--- src/rtl/dsss_rx_pkg.sv ---
`default_nettype none
// ============================================================================
//  Package   : dsss_rx_pkg
//  Purpose   : Shared types and constants for the 802.11b DSSS RX descrambler
//              and preamble synchroniser.
//  Revision  : 1.0  initial release
// ============================================================================
package dsss_rx_pkg;

  typedef enum logic [1:0] {
    HUNT       = 2'd0,
    SFD_SEARCH = 2'd1,
    DATA       = 2'd2
  } rx_state_t;

  localparam logic [15:0] SFD_LONG  = 16'hF3A0;
  localparam logic [15:0] SFD_SHORT = 16'h05CF;

  localparam int TAP_A    = 3;
  localparam int TAP_B    = 6;
  localparam int LFSR_LEN = 7;

  // G(z)=1+z^-4+z^-7 applied to the raw received bit and its history.
  function automatic logic descramble_bit(input logic b,
                                          input logic [LFSR_LEN-1:0] sr);
    return b ^ sr[TAP_A] ^ sr[TAP_B];
  endfunction

endpackage
`default_nettype wire

--- src/rtl/dsss_descrambler_core.sv ---
`default_nettype none
// ============================================================================
//  Module    : dsss_descrambler_core
//  Purpose   : Self-synchronising descrambler datapath: 7-bit history of raw
//              received bits plus XOR taps producing the descrambled bit.
//  Revision  : 1.0  initial release
// ============================================================================
module dsss_descrambler_core
  import dsss_rx_pkg::*;
(
  input  logic clk,
  input  logic rst,
  input  logic en,
  input  logic bit_in,
  output logic d
);

  logic [LFSR_LEN-1:0] r_sr;

  // The history holds the scrambled bit, which is what makes it self-syncing.
  always_ff @(posedge clk or posedge rst) begin
    if (rst) begin
      r_sr <= '0;
    end else if (en) begin
      r_sr <= {r_sr[LFSR_LEN-2:0], bit_in};
    end
  end

  assign d = descramble_bit(bit_in, r_sr);

endmodule
`default_nettype wire

--- src/rtl/dsss_rx_descrambler_sync.sv ---
`default_nettype none
// ============================================================================
//  Module    : dsss_rx_descrambler_sync
//  Purpose   : 802.11b RX descrambler with SYNC-ones lock, SFD search and
//              post-SFD bit output. Optional raw bypass via DESCR_BYPASS_EN.
//  Revision  : 1.0  initial release
// ============================================================================
module dsss_rx_descrambler_sync
  import dsss_rx_pkg::*;
#(
  parameter int          SYNC_MIN_ONES = 32,
  parameter logic [15:0] SFD_PATTERN   = SFD_LONG,
  parameter int          SFD_TIMEOUT   = 200
) (
  input  logic clk,
  input  logic rst,
`ifdef DESCR_BYPASS_EN
  input  logic bypass,
`endif
  input  logic in_valid,
  input  logic bit_in,
  input  logic frame_end,
  output logic bit_out,
  output logic out_valid,
  output logic locked,
  output logic sfd_det,
  output logic sync_lost
);

  localparam int ONES_W = $clog2(SYNC_MIN_ONES + 1);
  localparam int TMO_W  = $clog2(SFD_TIMEOUT + 1);
  localparam int WARM_W = $clog2(LFSR_LEN + 1);

  localparam logic [ONES_W-1:0] c_ones_tgt = ONES_W'(SYNC_MIN_ONES);
  localparam logic [TMO_W-1:0]  c_tmo_tgt  = TMO_W'(SFD_TIMEOUT);
  localparam logic [WARM_W-1:0] c_warm_tgt = WARM_W'(LFSR_LEN);

  rx_state_t          r_state, w_state_nxt;
  logic [ONES_W-1:0]  r_ones_cnt, w_ones_nxt, w_ones_inc;
  logic [TMO_W-1:0]   r_tmo_cnt, w_tmo_nxt, w_tmo_inc;
  logic [WARM_W-1:0]  r_warm_cnt, w_warm_nxt;
  logic [15:0]        r_win, w_win_nxt, w_win_shift;
  logic               r_bit_out, w_bit_out_nxt;
  logic               r_out_valid, w_out_valid_nxt;
  logic               r_locked;
  logic               r_sfd_det, w_sfd_det_nxt;
  logic               r_sync_lost, w_sync_lost_nxt;
  logic               w_d;
  logic               w_warm_done;

  dsss_descrambler_core u_core (
    .clk    (clk),
    .rst    (rst),
    .en     (in_valid),
    .bit_in (bit_in),
    .d      (w_d)
  );

  assign w_warm_done = (r_warm_cnt == c_warm_tgt);
  assign w_ones_inc  = (r_ones_cnt == c_ones_tgt) ? r_ones_cnt : r_ones_cnt + ONES_W'(1);
  assign w_tmo_inc   = (r_tmo_cnt == c_tmo_tgt) ? r_tmo_cnt : r_tmo_cnt + TMO_W'(1);
  // Oldest bit lands in win[0], so an LSB-first SFD compares directly.
  assign w_win_shift = {w_d, r_win[15:1]};

  always_comb begin
    w_state_nxt     = r_state;
    w_ones_nxt      = r_ones_cnt;
    w_tmo_nxt       = r_tmo_cnt;
    w_warm_nxt      = r_warm_cnt;
    w_win_nxt       = r_win;
    w_bit_out_nxt   = 1'b0;
    w_out_valid_nxt = 1'b0;
    w_sfd_det_nxt   = 1'b0;
    w_sync_lost_nxt = 1'b0;

    if (in_valid && !w_warm_done) begin
      w_warm_nxt = r_warm_cnt + WARM_W'(1);
    end

    case (r_state)
      HUNT: begin
        if (in_valid && w_warm_done) begin
          if (!w_d) begin
            w_ones_nxt = '0;
          end else begin
            w_ones_nxt = w_ones_inc;
            if (w_ones_inc == c_ones_tgt) begin
              w_state_nxt = SFD_SEARCH;
              w_win_nxt   = '0;
              w_tmo_nxt   = '0;
            end
          end
        end
      end

      SFD_SEARCH: begin
        if (in_valid) begin
          w_win_nxt = w_win_shift;
          w_tmo_nxt = w_tmo_inc;
          if (w_win_shift == SFD_PATTERN) begin
            w_state_nxt   = DATA;
            w_sfd_det_nxt = 1'b1;
          end else if (w_tmo_inc == c_tmo_tgt) begin
            w_state_nxt     = HUNT;
            w_sync_lost_nxt = 1'b1;
            w_ones_nxt      = '0;
          end
        end
      end

      DATA: begin
        if (in_valid) begin
          w_out_valid_nxt = 1'b1;
          w_bit_out_nxt   = w_d;
        end
        // The history register is left alone so the next frame needs no warm-up.
        if (frame_end) begin
          w_state_nxt = HUNT;
          w_ones_nxt  = '0;
        end
      end

      default: begin
        w_state_nxt = HUNT;
        w_ones_nxt  = '0;
      end
    endcase

`ifdef DESCR_BYPASS_EN
    if (bypass) begin
      w_out_valid_nxt = in_valid;
      w_bit_out_nxt   = in_valid & bit_in;
    end
`endif
  end

  always_ff @(posedge clk or posedge rst) begin
    if (rst) begin
      r_state     <= HUNT;
      r_ones_cnt  <= '0;
      r_tmo_cnt   <= '0;
      r_warm_cnt  <= '0;
      r_win       <= '0;
      r_bit_out   <= 1'b0;
      r_out_valid <= 1'b0;
      r_locked    <= 1'b0;
      r_sfd_det   <= 1'b0;
      r_sync_lost <= 1'b0;
    end else begin
      r_state     <= w_state_nxt;
      r_ones_cnt  <= w_ones_nxt;
      r_tmo_cnt   <= w_tmo_nxt;
      r_warm_cnt  <= w_warm_nxt;
      r_win       <= w_win_nxt;
      r_bit_out   <= w_bit_out_nxt;
      r_out_valid <= w_out_valid_nxt;
      r_locked    <= (w_state_nxt != HUNT);
      r_sfd_det   <= w_sfd_det_nxt;
      r_sync_lost <= w_sync_lost_nxt;
    end
  end

  assign bit_out   = r_bit_out;
  assign out_valid = r_out_valid;
  assign locked    = r_locked;
  assign sfd_det   = r_sfd_det;
  assign sync_lost = r_sync_lost;

endmodule
`default_nettype wire

--- config.mk ---
export PLATFORM = sky130hd
export DESIGN_NAME = dsss_rx_descrambler_sync
export DESIGN_NICKNAME = d
export VERILOG_FILES = /design/src/rtl/dsss_rx_pkg.sv /design/src/rtl/dsss_descrambler_core.sv /design/src/rtl/dsss_rx_descrambler_sync.sv
export SDC_FILE = /design/constraint.sdc
export NUM_CORES = 1
export LEC_CHECK = 0
export ABC_AREA = 1
export BUFFER_PORTS_ARGS = -buffer_cell sky130_fd_sc_hd__buf_2
export CELL_PAD_IN_SITES_DETAIL_PLACEMENT = 1
export CELL_PAD_IN_SITES_GLOBAL_PLACEMENT = 1
export CORE_MARGIN = 4
export CORE_UTILIZATION = 49
export DETAILED_ROUTE_END_ITERATION = 16
export GPL_ROUTABILITY_DRIVEN = 1
export GPL_TIMING_DRIVEN = 1
export PLACE_DENSITY_LB_ADDON = 0.1
export SLEW_MARGIN = 5
export SYNTH_ARGS = -nofsm -noshare
export SYNTH_HDL_FRONTEND = slang
export SYNTH_SLANG_ARGS = --single-unit
--- constraint.sdc ---
create_clock -name clk -period 3.5 [get_ports clk]
set_input_delay 0.175 -clock clk [delete_from_list [all_inputs] [get_ports clk]]
set_output_delay 0.175 -clock clk [all_outputs]
set_load 0.01 [all_outputs]
==> flow_metrics.py, run 1 <==
metrics = {
    "layout": {
        "diodes": 0,
        "fin_nets": 370,
        "nFillCells": 675,
        "layout_commonest_cell": "nand2_1",
        "layout_common_cells": "114 x nand2_1, 46 x dfrtp_1, 44 x nor2_1, 41 x inv_1, 28 x nand4_1",
        "syn_to_final_growth_pct": 6.63,
        "drive_above_1_share_pct": 11.4,
    },
    "timing": {
        "maxSlewViolCount": 0,
        "fin_skew_ns": 0.0109,
        "rsz0062_at_grt": "no",
        "tns_ns": 0,
        "slew_headroom_pct": 35.1,
        "setup-violations-final": 0,
        "fin_crit_sh_pct": 65.0,
        "fmax_mhz": 440,
        "hold_violations": 0,
        "worstMarginPinSlew_ns": 0.972,
        "whs_ns": 0.0809,
        "final.min_clock_period_ns": 2.27,
    },
    "clock_tree": {
        "cts_resized": 0,
        "postCtsSetupBuffers": 0,
        "cts.sinks": 46,
        "insertion_delay_ns": 0.31,
        "ctsHtreeMaxLevel": 2,
        "clk_pin_slew_worst_paths_ns": 0.10,
        "hold_buffers": 0,
        "numCtsBuffers": 5,
        "cts-root-buf": "clkbuf_8",
        "cts_tree": "done",
        "ctsLongestPathBuffers": 2,
    },
    "detailed_routing": {
        "first_pass_iters": 4,
        "route.detailed.drc": 0,
        "avgViaCountPerCell": 5.25,
        "wl_mm": 6.33,
        "wl_per_cell_um": 14.7,
        "drt_iter0_drc": 140,
        "vias": 2256,
        "ant_nets": 0,
    },
    "global_routing": {
        "grt_antenna_before_repair": 0,
        "grt_max_degree": 47,
        "gr-total-overflow": 0,
        "gr-usage-all-layers_pct": 21.7,
        "grt_pass1_vias": 2303,
        "grt_pass1_wl_mm": 11.1,
    },
    "synthesis": {
        "synth_top_family_by_area": "simple AND/OR/NAND/NOR gates",
        "async_reset_ff_share_pct": 100,
        "ys_ff_latch": 46,
        "synth_compound_area_share_pct": 2.41,
        "syn_avg_cell_area_um2": 7.47,
        "synth-xor-area-share_pct": 1.61,
        "synth.area.mux_share_pct": 0.852,
        "netlist_instances": 354,
        "ys.flop_type": "dfrtp_1",
        "yosysUniqueCellTypes": 31,
        "syn_area_um2": 2640,
        "synth-adder-area-share_pct": 2.84,
        "yosysWarnings": 0,
        "synth-simple-area-share_pct": 39.6,
        "synth_edf_count": 0,
        "yosysSeqAreaShare_pct": 43.5,
        "synth_nets": 365,
    },
    "status": {
        "status": "complete, no violations",
    },
    "worst_setup_path": {
        "cp.buffers_inverters": 0,
        "critical_path.max_stage_delay_ns": 0.45,
        "critPathKind": "register to register",
        "cp_slowest_cell": "dfrtp_1",
        "crit_family": "simple AND/OR/NAND/NOR gates",
        "cp_max_fo": 24,
        "crit_path_frequent_cell": "nand2_1",
        "start_kind": "register",
        "cp-end-kind": "register",
        "cp.required_ns": 3.69,
        "crit_chain": "ha_1 > nand3_1 > xor2_1 > nand2_1 > nor2_1 > nand3_2 > nand2_4 > nand3_4 > nand2_1 > nand2_1",
        "cp_data_arrival_time_ns": 2.47,
    },
    "floorplanning": {
        "die_w_um": 81.5,
        "io_pins": 10,
        "die_height_um": 81.5,
        "rows": 26,
        "die-area_um2": 6630,
        "core_area_um2": 5170,
        "initial_core_util_pct": 51.1,
    },
    "pwr": {
        "p_leak_nw": 1.42,
        "cellPowerDensity_nw_per_um2": 441,
        "peakVddDrop_v": 0.000319,
    },
    "job": {
        "drv_cap": 0,
    },
    "placed_design": {
        "numPortBuffers": 9,
        "dp_hpwl_mm": 4.43,
        "gp_congestion": 0.823,
    },
    "min_path": {
        "hold_path.class": "primary input to async pin",
    },
}
where the power goes:
part           internal [mW]  total, mW  switching (mW)
registers              0.573      0.610          0.0370
clock network          0.211      0.403           0.193
logic                 0.0795      0.231           0.152
total                  0.863       1.24           0.381
synth_stat cells, types with 2 or more instances:
master    instances  area share (%)
nand4_1          28             6.6
mux2_2            2            0.85
a21oi_1           3            0.57
ha_1              6             2.8
or2_2             3            0.71
inv_2             2            0.28
buf_4             3            0.85
xor2_1            2            0.66
nor3_1            4            0.76
o21ai_0           8             1.5
nand2_4           3             1.3
dfrtp_1          46              44
nor2_1           44             6.2
and3_1            2            0.47
inv_1            42             6.0
clkbuf_1          5            0.71
buf_2             2            0.38
nor2_2            3            0.71
buf_6             2            0.85
nand2_1         114              16
nand3_2           5             1.9
nand3_1          16             3.0
state kept, by name (all words and copies together), names as in the netlist, 2 cells and up:
signal / cells
r_ones_cnt: 6
r_state: 2
r_tmo_cnt: 8
r_warm_cnt: 3
r_win: 15
u_core.r_sr: 7
worst reg2reg max path, delay by kind of cell, from the launching register on:
family	cells	cell delay (ns)
flops	1	0.45
xor+xnor	1	0.20
simple gates	8	1.25
fa+ha+maj	1	0.26
routing by layer:
layer	track usage (%)	vias up	part of all wire [%]
met4	5.91	0	1.7
li1	-	1131	-
met2	35.7	20	49
met1	29.2	1095	47
met5	0	-	0
met3	4.17	10	2.1
layout make-up:
cell class	instances	area (um2)	area share, %
multi-input combinational	251	1250	44.3
tap	70	87.6	3.11
timing repair buffer	10	52.6	1.86
inverter	45	169	5.99
clock buffer	5	68.8	2.44
sequential	46	1150	40.8
clock inverter	3	40.0	1.42
final timing paths:
path	start	slack (ns)	cells past startpoint	end
worst max-delay path	r_ones_cnt[0]	1.23	10	r_win[9]
worst min-delay path	rst	0.08	2	r_ones_cnt[4]
worst max register to register	r_ones_cnt[0]	1.23	10	r_win[9]
worst min register to register	u_core.r_sr[2]	0.48	2	u_core.r_sr[2]
max in group asynchronous	rst	2.80	2	u_core.r_sr[5]
min in group clk	bit_in	0.18	3	u_core.r_sr[0]
logic make-up after synthesis:
| group | count (synthesis) |
|---|---|
| simple gates | 227 |
| buf+inv | 57 |
| flops | 46 |
| compound gates | 12 |
| fa+ha+maj | 6 |
| xor+xnor | 4 |
| mux | 2 |
metrics by stage:
| stage | power, mW | cells | utilization (%) | cell area, um2 | setup slack, ns |
|---|---|---|---|---|---|
| finish | 1.24 | 430 | 54.5 | 2820 | 1.23 |
| global route | 1.32 | 430 | 54.5 | 2820 | 0.957 |
| global placement | 0.832 | 422 | 52.4 | 2710 | 1.36 |
| floorplan | 0.789 | 354 | - | 2640 | 1.78 |
| detailed placement | 0.853 | 422 | 52.4 | 2710 | 1.26 |
| CTS | 1.25 | 430 | 54.5 | 2820 | 1.21 |
(Power assumes the default switching activity.)
==> run 2: changes to the inputs <==
--- a/config.mk
+++ b/config.mk
@@ -5,7 +5,7 @@
 export SDC_FILE = /design/constraint.sdc
 export NUM_CORES = 1
 export LEC_CHECK = 0
-export ABC_AREA = 1
+export ABC_AREA = 0
 export BUFFER_PORTS_ARGS = -buffer_cell sky130_fd_sc_hd__buf_2
 export CELL_PAD_IN_SITES_DETAIL_PLACEMENT = 1
 export CELL_PAD_IN_SITES_GLOBAL_PLACEMENT = 1
==> constraint.sdc (replaced) <==
create_clock -name clk -period 2.25 [get_ports clk]
set_input_delay 0.1125 -clock clk [delete_from_list [all_inputs] [get_ports clk]]
set_output_delay 0.1125 -clock clk [all_outputs]
set_load 0.01 [all_outputs]
==> run 2 against run 1 <==
Compared with the run above:
- sequential share of layout area rose by 1.9 points
- maximum frequency rose by 2.4%
- worst setup slack got worse by 1.2 ns
- first-iteration DRC count fell by 54%
- worst hold slack got worse by 0.0058 ns
- power rose by 130%
- wire length fell by 14%
- critical path depth fell by 3
- via count fell by 21%
- critical path type unchanged
- highest routed layer unchanged
==> flow_metrics.py, run 2 <==
metrics = {
    "timing": {
        "tns_ns": 0,
        "final.min_clock_period_ns": 2.22,
        "slew_headroom_pct": 54.8,
        "fin_ws_ns": 0.0276,
        "worstMarginPinSlew_ns": 0.676,
        "fin_skew_ns": 0.00483,
        "whs_ns": 0.0751,
        "hold_violations": 0,
        "fmax_mhz": 450,
        "setup-violations-final": 0,
        "rsz0062_at_grt": "yes",
        "fin_crit_sh_pct": 98.8,
        "maxSlewViolCount": 0,
    },
    "floorplanning": {
        "die_w_um": 77.0,
        "core_area_um2": 4470,
        "io_pins": 10,
        "die_height_um": 77.0,
        "die-area_um2": 5930,
        "rows": 24,
        "initial_core_util_pct": 52.2,
    },
    "pwr": {
        "p_int_mw": 1.83,
        "clock_power_share_pct": 16.4,
        "combinationalPowerShare_pct": 38.3,
        "finalPower_mw": 2.92,
        "seqPwrFrac_pct": 45.3,
        "cellPowerDensity_nw_per_um2": 1080,
        "p_switching_mw": 1.09,
        "switching_share_pct": 37.3,
        "peakVddDrop_v": 0.000684,
        "p_leak_nw": 1.24,
    },
    "worst_setup_path": {
        "reg2reg_from": "r_tmo_cnt[1]",
        "cp-end-kind": "register",
        "critical_path.max_stage_delay_ns": 0.40,
        "crit_chain": "ha_2 > or3b_4 > a2111oi_4 > a21o_2 > a41oi_2 > or2_4 > a211o_1",
        "cp.required_ns": 2.44,
        "cp_slowest_cell": "dfrtp_1",
        "crit_start": "r_tmo_cnt[1]",
        "critPathKind": "register to register",
        "cp_data_arrival_time_ns": 2.41,
        "cp_max_fo": 5,
        "crit_family": "compound AO/OA/AOI/OAI gates",
        "start_kind": "register",
        "cp.buffers_inverters": 0,
    },
    "global_routing": {
        "grt_max_degree": 34,
        "grt_pass1_vias": 1912,
        "gr-usage-all-layers_pct": 19.8,
        "grt_antenna_before_repair": 0,
        "grt_pass1_wl_mm": 9.45,
        "gr-total-overflow": 0,
    },
    "layout": {
        "layout_commonest_cell": "dfrtp_1",
        "syn_to_final_growth_pct": 15.4,
        "post-route-util_pct": 60.2,
        "drive_above_1_share_pct": 27.8,
        "top_register": "r_win",
        "layout_common_cells": "45 x dfrtp_1, 20 x a22o_1, 17 x buf_4, 11 x nand2_1, 10 x nor2_1",
        "largest_register_ffs": 15,
        "diodes": 0,
        "final_cell_area_um2": 2700,
        "largestRegisters": "r_win (15), r_tmo_cnt (8), u_core.r_sr (7)",
        "stdcell_count": 289,
        "fin_nets": 248,
    },
    "synthesis": {
        "synth-simple-area-share_pct": 17.8,
        "syn_area_um2": 2330,
        "synth-xor-area-share_pct": 2.52,
        "synth_top_family_by_area": "compound AO/OA/AOI/OAI gates",
        "synth_edf_count": 0,
        "yosysSeqAreaShare_pct": 49.3,
        "synth.area.mux_share_pct": 4.77,
        "yosysUniqueCellTypes": 56,
        "yosysMostFrequentCell": "dfrtp_1",
        "ys_ff_latch": 46,
        "ys.flop_type": "dfrtp_1",
        "synth.area.top_cells": "dfrtp_1 49%, a22o_1 7.5%, mux2_2 4.3%",
        "yosysWarnings": 0,
        "synth_nets": 221,
        "synth-adder-area-share_pct": 3.22,
        "async_reset_ff_share_pct": 100,
        "ys_top_cells_by_count": "46 x dfrtp_1, 20 x a22o_1, 13 x nand2_1, 10 x nor2_1, 9 x mux2_2",
        "syn_avg_cell_area_um2": 11.1,
        "synth_top_cell_area_share_pct": 49.3,
        "yosysTopAreaCell": "dfrtp_1",
        "synth_compound_area_share_pct": 19.2,
        "netlist_instances": 210,
    },
    "placed_design": {
        "gp_congestion": 0.911,
        "dp_hpwl_mm": 4.03,
        "post-place-cells": 280,
        "dp_slack_ns": -0.0107,
        "numPortBuffers": 9,
        "dpl_cell_area_um2": 2550,
    },
    "clock_tree": {
        "cts.sinks": 46,
        "ctsHtreeMaxLevel": 2,
        "clk_pin_slew_worst_paths_ns": 0.08,
        "cts-root-buf": "clkbuf_8",
        "numCtsBuffers": 5,
        "insertion_delay_ns": 0.30,
        "cts_tree": "done",
        "ctsLongestPathBuffers": 2,
    },
    "min_path": {
        "hold_path.class": "primary input to register",
        "hp-start": "bit_in",
    },
    "job": {
        "drv_cap": 0,
    },
    "detailed_routing": {
        "wl_mm": 5.47,
        "ant_nets": 0,
        "route.detailed.drc": 0,
        "first_pass_iters": 4,
        "avgViaCountPerCell": 6.15,
        "vias": 1777,
        "wl_per_cell_um": 18.9,
        "drt_iter0_drc": 65,
    },
    "status": {
        "status": "complete, no violations",
    },
}
[run 2: changes by cell type after synthesis, sizes merged, moves of 4 or more]
cell | previous run | this run
a22o | 0 | 20
mux2 | 2 | 9
nand2b | 0 | 4
nand3 | 22 | 7
inv | 44 | 7
nand2 | 118 | 13
nor2 | 47 | 10
nand4 | 28 | 5
[run 2: cell type report]
| cell class | count | area [um2] |
|---|---|---|
| clock buffers | 5 | 68.8 |
| clock inverters | 2 | 10.0 |
| fillers | 506 | 1780 |
| inverters | 7 | 28.8 |
| multi-input cells | 148 | 1160 |
| flip-flops and latches | 46 | 1150 |
| well taps | 52 | 65.1 |
| repair buffers | 29 | 214 |
[run 2: worst register-to-register path, delay by kind of cell (launching register included)]
family	cells	cell delay [ns]
fa+ha+maj	1	0.19
compound gates	4	0.86
flops	1	0.40
simple gates	2	0.66
[run 2: timing repair]
action | in CTS | in global routing
pin swaps | 2 | 2
endpoints found under the hold margin | 31 | 0
setup buffers | 0 | 1
endpoints found under the setup margin | 18 | 25
hold buffers | 1 | 0
gates resized for setup | 9 | 7
[run 2: cells by family after synthesis]
| group | after synthesis |
|---|---|
| XOR/XNOR | 5 |
| buffers and inverters | 16 |
| flip-flops | 46 |
| AND/OR/NAND/NOR | 72 |
| adder cells (fa/ha/maj) | 6 |
| multiplexers | 10 |
| AO/OA/AOI/OAI | 55 |
[run 2: layer usage]
layer	track usage (%)	vias up	share of wire [%]	wire, um
met5	0	-	0	0
met4	7.12	0	1.9	104
met3	3.63	11	2.4	130
met2	33.3	21	51	2790
met1	25.6	896	45	2450
li1	-	849	-	-
[run 2: worst paths after layout]
| kind | cells past startpoint | slack, ns | end |
|---|---|---|---|
| min in group asynchronous | 3 | 0.48 | u_core.r_sr[1] |
| worst max-delay path | 7 | 0.03 | r_ones_cnt[3] |
| worst min register to register | 1 | 0.50 | r_warm_cnt[0] |
| worst max register to register | 7 | 0.03 | r_ones_cnt[3] |
| max in group asynchronous | 4 | 1.18 | r_win[2] |
| worst min-delay path | 2 | 0.08 | u_core.r_sr[0] |
[run 2: power by group through the flow]
stage	sequential [mW]	combinational, mW	clock [mW]
global route	1.37	1.25	0.539
detailed placement	1.33	1.05	0
finish	1.32	1.12	0.480
floorplan	1.23	0.784	0
CTS	1.32	1.09	0.501
global placement	1.31	0.985	0
==> run 3: changes to the inputs <==
--- a/config.mk
+++ b/config.mk
@@ -7,14 +7,12 @@
 export LEC_CHECK = 0
 export ABC_AREA = 0
 export BUFFER_PORTS_ARGS = -buffer_cell sky130_fd_sc_hd__buf_2
-export CELL_PAD_IN_SITES_DETAIL_PLACEMENT = 1
-export CELL_PAD_IN_SITES_GLOBAL_PLACEMENT = 1
 export CORE_MARGIN = 4
-export CORE_UTILIZATION = 49
+export CORE_UTILIZATION = 50
 export DETAILED_ROUTE_END_ITERATION = 16
 export GPL_ROUTABILITY_DRIVEN = 1
 export GPL_TIMING_DRIVEN = 1
-export PLACE_DENSITY_LB_ADDON = 0.1
+export PLACE_DENSITY = 0.67
 export SLEW_MARGIN = 5
 export SYNTH_ARGS = -nofsm -noshare
 export SYNTH_HDL_FRONTEND = slang
==> run 3 against run 2 <==
Compared with the run above:
- worst hold slack got worse by 0.0083 ns
- utilization is essentially flat
- register-to-register slack about the same
- wire length down 13%
- final cell count fell by 0.69%
- largest cell class is now sequential cells
==> flow_metrics.py, run 3 (synthesis gave the netlist of run 2 again) <==
metrics = {
    "status": {
        "status": "complete, no violations",
    },
    "timing": {
        "fin_ws_ns": 0.0293,
        "setup-violations-final": 0,
        "worstMarginPinSlew_ns": 1.00,
        "fmax_mhz": 450,
        "tns_ns": 0,
        "rsz0062_at_grt": "yes",
        "fin_skew_ns": 0.0118,
        "hold_violations": 0,
        "fin_crit_sh_pct": 98.7,
        "whs_ns": 0.0668,
        "slew_headroom_pct": 32.7,
        "maxSlewViolCount": 0,
        "final.min_clock_period_ns": 2.22,
    },
    "layout": {
        "diodes": 0,
        "seq_area_um2": 1150,
        "largest_register_ffs": 15,
        "layout_commonest_cell": "dfrtp_1",
        "syn_to_final_growth_pct": 14.7,
        "largestRegisters": "r_win (15), r_tmo_cnt (8), u_core.r_sr (7)",
        "final_cell_area_um2": 2680,
        "drive_above_1_share_pct": 24.7,
        "post-route-util_pct": 60.2,
        "layout_common_cells": "45 x dfrtp_1, 20 x a22o_1, 15 x buf_4, 11 x nand2_1, 10 x nor2_1",
        "top_register": "r_win",
        "stdcell_count": 287,
        "fin_nets": 245,
        "multi_input_area_um2": 1140,
        "nFillCells": 370,
    },
    "floorplanning": {
        "die-area_um2": 5830,
        "die_height_um": 76.3,
        "die_w_um": 76.3,
        "initial_core_util_pct": 52.5,
        "core_area_um2": 4440,
        "rows": 24,
        "io_pins": 10,
    },
    "min_path": {
        "whs_path_depth": 2,
        "min_to": "u_core.r_sr[0]",
        "hold_path.class": "primary input to register",
        "hp-start": "bit_in",
    },
    "pwr": {
        "p_leak_nw": 1.22,
        "peakVddDrop_v": 0.000633,
        "cellPowerDensity_nw_per_um2": 1100,
        "finalPower_mw": 2.95,
    },
    "worst_setup_path": {
        "cp-end-kind": "register",
        "crit_chain": "ha_4 > or3b_1 > a2111oi_2 > a21o_2 > a41oi_2 > or2_4 > a211o_1",
        "r2r_end": "r_ones_cnt[3]",
        "cp.buffers_inverters": 0,
        "critPathKind": "register to register",
        "cp_slowest_cell": "dfrtp_1",
        "cp_max_fo": 5,
        "reg2reg_from": "r_tmo_cnt[1]",
        "crit_family": "compound AO/OA/AOI/OAI gates",
        "start_kind": "register",
        "cp_data_arrival_time_ns": 2.41,
        "rrSetupSlack_ns": 0.03,
        "reg2regPathDepth": 7,
        "critical_path.max_stage_delay_ns": 0.43,
        "cp.required_ns": 2.44,
    },
    "global_routing": {
        "grt_max_degree": 31,
        "gr-total-overflow": 0,
        "grt_pass1_wl_mm": 8.36,
        "gr-usage-all-layers_pct": 17.6,
        "grt_antenna_before_repair": 0,
        "grt_pass1_vias": 1782,
    },
    "detailed_routing": {
        "route.detailed.drc": 0,
        "drt_iter0_drc": 192,
        "wl_mm": 4.78,
        "avgViaCountPerCell": 6.20,
        "wl_per_cell_um": 16.7,
        "first_pass_iters": 4,
        "ant_nets": 0,
        "vias": 1780,
    },
    "job": {
        "drv_cap": 0,
    },
    "placed_design": {
        "dpl_cell_area_um2": 2500,
        "dp_slack_ns": 0.00749,
        "numPortBuffers": 9,
        "gp_congestion": 0.873,
        "dp_hpwl_mm": 3.41,
        "post-place-cells": 276,
    },
    "clock_tree": {
        "insertion_delay_ns": 0.30,
        "numCtsBuffers": 5,
        "cts.sinks": 46,
        "cts-root-buf": "clkbuf_8",
        "ctsLongestPathBuffers": 2,
        "cts_tree": "done",
        "ctsHtreeMaxLevel": 2,
        "clk_pin_slew_worst_paths_ns": 0.09,
    },
}
run 3: worst max path at each step:
| stage | from | to | slack [ns] | depth (start not counted) |
|---|---|---|---|---|
| floorplan | r_tmo_cnt[0] | r_ones_cnt[3] | 0.03 | 7 |
| global placement | r_tmo_cnt[0] | r_ones_cnt[3] | 0.05 | 7 |
| detailed placement | r_tmo_cnt[0] | r_ones_cnt[3] | 0.007 | 7 |
| CTS | r_ones_cnt[4] | r_win[8] | 0.0004 | 7 |
| global route | r_tmo_cnt[0] | r_ones_cnt[3] | -0.09 | 9 |
| finish | r_tmo_cnt[1] | r_ones_cnt[3] | 0.03 | 7 |
run 3: metal layers:
metal | wire (um) | vias up | global-route usage [%]
met3 | 170 | 11 | 4.02
li1 | - | 838 | -
met2 | 2300 | 44 | 27.3
met1 | 2210 | 887 | 24.0
met5 | 0 | - | 0
met4 | 94 | 0 | 7.07
run 3: worst register-to-register path, cell delays in order (launching register included):
cell	delay [ns]
dfrtp_1	0.43
ha_4	0.19
or3b_1	0.37
a2111oi_2	0.31
a21o_2	0.16
a41oi_2	0.10
or2_4	0.27
a211o_1	0.29
run 3: area by class of cell:
class | instances | area share, %
multi-input combinational | 148 | 42.8
tap | 52 | 2.43
inverter | 7 | 0.981
sequential | 46 | 43.0
clock buffer | 7 | 2.85
timing repair buffer | 26 | 6.82
clock inverter | 1 | 1.12
run 3: power by group:
part	switching, mW	total [mW]	internal, mW
combinational	0.494	1.02	0.528
clock	0.269	0.601	0.333
sequential	0.259	1.32	1.06
total	1.02	2.95	1.93
run 3: repair_timing:
item	in CTS	in global routing
pin swaps	0	3
gates resized for setup	0	13
setup buffers	1	1
endpoints found under the setup margin	1	24
hold endpoints to repair	28	0
hold buffers	1	0
